## src/rtl/datapath.sv

```systemverilog
// rtl/datapath.sv - Game of Life generation engine over an N x N cell grid
module datapath #(
  parameter int N = 24
) (
  input  logic           clk,
  input  logic           reset,
  input  logic [N*N-1:0] initial_seed,
  input  logic           run,
  output logic [N*N-1:0] grid_evolve
);

  localparam int P = N + 2;

  logic [N*N-1:0] state;
  logic [N*N-1:0] next_state;

  // State copied into a grid with a one-cell dead border, so every cell
  // sees eight in-range neighbours and edges need no special handling.
  logic [P*P-1:0] padded;

  for (genvar pr = 0; pr < P; pr++) begin : g_pad_row
    for (genvar pc = 0; pc < P; pc++) begin : g_pad_col
      if (pr == 0 || pr == P - 1 || pc == 0 || pc == P - 1) begin : g_border
        assign padded[pr*P + pc] = 1'b0;
      end else begin : g_inner
        assign padded[pr*P + pc] = state[(pr-1)*N + (pc-1)];
      end
    end
  end

  // Each cell's rule evaluated in parallel from the old generation only.
  for (genvar r = 0; r < N; r++) begin : g_row
    for (genvar c = 0; c < N; c++) begin : g_col
      localparam int C = (r + 1) * P + (c + 1);
      logic [3:0] cnt;

      // Moore-neighbourhood population count, 0..8.
      always_comb begin
        cnt = 4'(padded[C - P - 1]) + 4'(padded[C - P]) + 4'(padded[C - P + 1])
            + 4'(padded[C - 1])                         + 4'(padded[C + 1])
            + 4'(padded[C + P - 1]) + 4'(padded[C + P]) + 4'(padded[C + P + 1]);
      end

      assign next_state[r*N + c] = state[r*N + c] ? (cnt == 4'd2 || cnt == 4'd3)
                                                  : (cnt == 4'd3);
    end
  end

  // Seed load has priority over run; otherwise step or hold the generation.
  always_ff @(posedge clk) begin
    if (!reset) begin
      state <= initial_seed;
    end else if (run) begin
      state <= next_state;
    end
  end

  assign grid_evolve = state;

endmodule

```

## config.mk

```make
export PLATFORM = sky130hd
export DESIGN_NAME = datapath
export DESIGN_NICKNAME = d
export VERILOG_FILES = /design/src/rtl/datapath.sv
export SDC_FILE = /design/constraint.sdc
export NUM_CORES = 2
export LEC_CHECK = 0
export BUFFER_PORTS_ARGS = -buffer_cell sky130_fd_sc_hd__buf_2
export CAP_MARGIN = 20
export CORE_ASPECT_RATIO = 1.2
export CORE_MARGIN = 8
export CORE_UTILIZATION = 25
export CTS_BUF_LIST = sky130_fd_sc_hd__clkbuf_16
export DETAILED_ROUTE_END_ITERATION = 12
export HOLD_SLACK_MARGIN = 0.05
export RECOVER_POWER = 100
export SLEW_MARGIN = 20
export SYNTH_ARGS = -nofsm -noshare
export SYNTH_HDL_FRONTEND = slang
export SYNTH_SLANG_ARGS = --single-unit
```

## constraint.sdc

```tcl
create_clock -name clk -period 40 [get_ports clk]
set_input_delay 2 -clock clk [delete_from_list [all_inputs] [get_ports clk]]
set_output_delay 2 -clock clk [all_outputs]
set_load 0.05 [all_outputs]
```

Word level (Yosys, flattened, before mapping):

Index checks and enable logic that the tools add are counted.

* register bits after elaboration: 576
* input port bits: 579
* output and inout port bits: 576
* logic and storage cells: 6033

* $add $sub $neg: 3725
* equal/unequal tests: 1153
* multiplexer cells: 578
* reduce and logical (&&, ||, !) cells: 576

Operator list (count)
* adder 4 x 1 -> 4 bit: 2072
* == test 4 x 2 -> 1 bit, second input constant: 1148
* adder 3 x 1 -> 4 bit: 549
* adder 2 x 1 -> 3 bit: 551
* two-way mux 576 bit: 2
* adder 1 x 1 -> 2 bit: 553
* logical OR 1 bit: 576
* two-way mux 1 bit: 576
* == test 3 x 2 -> 1 bit, second input constant: 4
* != test 2 x 1 -> 1 bit, second input constant: 1

Longest topological paths before layout:

* depth in word-level cells: 12
* gate-level depth with buffers: 10
* mapped depth without buffers: 10

Least setup slack after synthesis:

No wires, ideal clock.

* path type: input to register
* from: input run
* to: register state[0], in the netlist grid_evolve[0] (enable)
* library setup time: 1051 ps
* arrival: 15716 ps
* data required time: 38949 ps
* setup slack: 23233 ps
* stages: 1
* cells stage by stage: nand2b_1

* word-level cells in the longest chain between the ends: 1

Ends and longest elaborated chain
* from (decl): line 8 `input logic run,`
* != test 2 x 1 -> 1 bit (no line)
* to (signal assigned): line 52 `state <= initial_seed;`
* to (signal assigned): line 54 `state <= next_state;`
* to (decl): line 14 `logic [N*N-1:0] state;`

No other way between the ends.
A chain may end at the register's enable or synchronous reset.

Worst setup path after layout:

* from: input reset
* to: register state[145], in the netlist grid_evolve[145], data pin

* word-level cells in the longest chain between the ends: 1

Ends and longest elaborated chain
* from (decl): line 6 `input logic reset,`
* two-way mux 576 bit: line 51 `if (!reset) begin`

No other way between the ends.

==> flow_summary_export.csv <==
group,metric,value,unit
run_status,status,"complete, but fails checks",
run_status,violations,"max-capacitance violations, max-slew violations",
synth,netlist_area,109000,um2
synth,ys_seq_area_frac,0.159,
synth,synth_seq_cells,576,
timing,holdWs,0.724,ns
routing,via_per_inst,4.60,
floorplan,rows,265,
timing,skew,0.0760,ns
place,routabilityCongestion,0.881,
global_routing,grt_use_total,0.176,
timing,fmax,62.8,MHz
finish,fin_area,124000,um2
finish,nNetsFinal,15599,
routing,wirelength,409000,um
routing,post_drt_wl_per_cell,23.7,um
synth,yosysWarningCount,0,
finish,area_growth,13.9,%
timing,rsz0062_at_grt,"false",
floorplan,core-area,434000,um2
routing,drt_iter0_markers,4649,
place,place_area,122000,um2
routing,ant_nets,0,
routing,firstDrtPassIters,5,
clock_tree,cts.sinks,576,
clock_tree,ctsResizeCount,0,
finish,largest_register_ffs,576,
critical_path,critPathMaxFanout,132,
run,drv_cap,26,
timing,min_period,15.92,ns
critical_path,worstSetupStartpointType,"primary input",
hold_path,hold_class,"reg2reg",
clock_tree,clk_latency,0.84,ns
global_routing,antenna_found_initial,146,
timing,drv_slew,1409,
global_routing,grt_max_degree,133,
clock_tree,cts_made_buffers,98,
clock_tree,post_cts_buffers,0,
clock_tree,clk_pin_slew,0.06,ns
timing,hold_viol,0,
global_routing,grt_pass1_vias,83198,
floorplan,start_util,0.251,
critical_path,critPathKind,"in2reg",
critical_path,arrival,16.19,ns
global_routing,overflow,0,
timing,fin_tns_setup,0,ns
critical_path,cp-end-kind,"register",
floorplan,io_pins,1155,
timing,finalCritPeriodShare,0.398,
critical_path,cp.required,40.28,ns
floorplan,chipHeight,739,um
timing,slew_headroom,-4.01,
clock_tree,clock_path_buffers,4,
synth,synth.avg_cell_area,10.8,um2
synth,syn_inst,10141,
timing,setup_violations,0,
routing,vias,79538,
synth,synth.distinct_cells,26,
routing,drc_errors,0,
timing,tightestPinTransition,7.52,ns
clock_tree,root_buffer,"clkbuf_16",
floorplan,die-area,458000,um2
global_routing,grt_pass1_wl,589000,um
clock_tree,htree_levels,3,
synth,syn-num-nets,14384,
clock_tree,ctsHoldBuffers,0,
finish,drive_above_1_share,0.0675,
floorplan,die_w,619,um
place,port_buffers,1154,
place,hpwlAfterDp,345000,um
clock_tree,cts_tree,"done",
==> stage by stage <==
stage | setup slack [ns] | utilization | std cells
final | 24.09 | 0.286 | 17280
after global routing | 23.07 | 0.286 | 17240
after CTS | 34.44 | 0.287 | 17169
after detailed placement | 33.49 | 0.280 | 16996
after global placement | 33.52 | 0.280 | 16996
after floorplan | 23.23 | - | 10141
==> placed cells by master, fill, tap and decap left out, types with 2 or more instances in the layout <==
cell        netlist  layout
edfxtp_1        576     576
nor2b_1          25      25
clkinvlp_4        0       4
inv_1          2653    2675
nor2_1          509     509
clkbuf_16         0      99
mux2i_1           5       5
o21ai_0           4       4
and2_1          430     430
o41ai_1           8      18
fa_1           2116    2116
a21oi_1         878     878
a21o_1           32      32
nand2_1          63      63
a211oi_1          5       5
clkbuf_1          0     600
bufinv_16         0       7
a31oi_1          39      39
a22o_1           50      50
o211ai_1        504     504
nor3b_1           2       2
clkinv_2          0       9
nor3_1           48      48
clkinv_1          0      27
buf_4            91      66
o2bb2ai_1       502     502
ha_1           1548    1548
o41ai_2          14       4
buf_2            31     577
diode_2           0     111
==> final cells by class <==
cell class,instances,area [um2]
fill,45709,310000
multi-input combinational,6783,80800
sequential,576,17300
inverter,2654,9960
tap,5740,7180
timing repair buffer,1243,5640
clock buffer,99,2480
clock inverter,74,553
antenna,111,278
==> worst max-delay path, cell delays in order <==
cell	delay, ns
clkbuf_1	1.38
clkinvlp_2	2.82
clkbuf_1	1.67
clkbuf_1	1.96
clkbuf_1	5.41
o41ai_1	0.56
==> kinds of logic after synthesis <==
group	synth area share
adder cells (fa/ha/maj)	0.566
buffers and inverters	0.0997
multiplexers	0.000459
flip-flops	0.159
AND/OR/NAND/NOR	0.0482
AO/OA/AOI/OAI	0.127
==> metal layers <==
layer | track usage | up-vias | part of all wire
met2 | 0.299 | 2304 | 0.48
met5 | 0 | - | 0.00084
li1 | - | 35770 | -
met3 | 0.0395 | 692 | 0.072
met1 | 0.211 | 40720 | 0.39
met4 | 0.0829 | 52 | 0.056
==> cells in the mapped netlist <==
master | instances | area share
a211oi_1 | 5 | 0.00034
a21o_1 | 32 | 0.0022
a21oi_1 | 878 | 0.040
a22o_1 | 50 | 0.0040
a31oi_1 | 39 | 0.0022
and2_1 | 430 | 0.025
buf_2 | 31 | 0.0014
buf_4 | 91 | 0.0063
buf_6 | 6 | 0.00062
edfxtp_1 | 576 | 0.16
fa_1 | 2116 | 0.39
ha_1 | 1548 | 0.18
inv_1 | 2653 | 0.091
inv_2 | 1 | 0.000034
mux2i_1 | 5 | 0.00046
nand2_1 | 63 | 0.0022
nand2b_1 | 1 | 0.000057
nor2_1 | 509 | 0.018
nor2b_1 | 25 | 0.0014
nor3_1 | 48 | 0.0022
nor3b_1 | 2 | 0.00014
o211ai_1 | 504 | 0.035
o21ai_0 | 4 | 0.00018
o2bb2ai_1 | 502 | 0.040
o41ai_1 | 8 | 0.00064
o41ai_2 | 14 | 0.0021
==> final timing paths <==
check | startpoint | to | slack, ns | cells after the start
setup / recovery | reset | grid_evolve[145]$_DFFE_PP_ | 24.09 | 6
hold / removal | grid_evolve[474]$_DFFE_PP_ | grid_evolve[474]$_DFFE_PP_ | 0.72 | 2
setup reg to reg | grid_evolve[257]$_DFFE_PP_ | grid_evolve[281]$_DFFE_PP_ | 35.73 | 10
hold reg to reg | grid_evolve[474]$_DFFE_PP_ | grid_evolve[474]$_DFFE_PP_ | 0.72 | 2
Power is left out: the tool's default activity adds up to more than one toggle a clock period on the data nets, which glitch-free logic cannot reach.
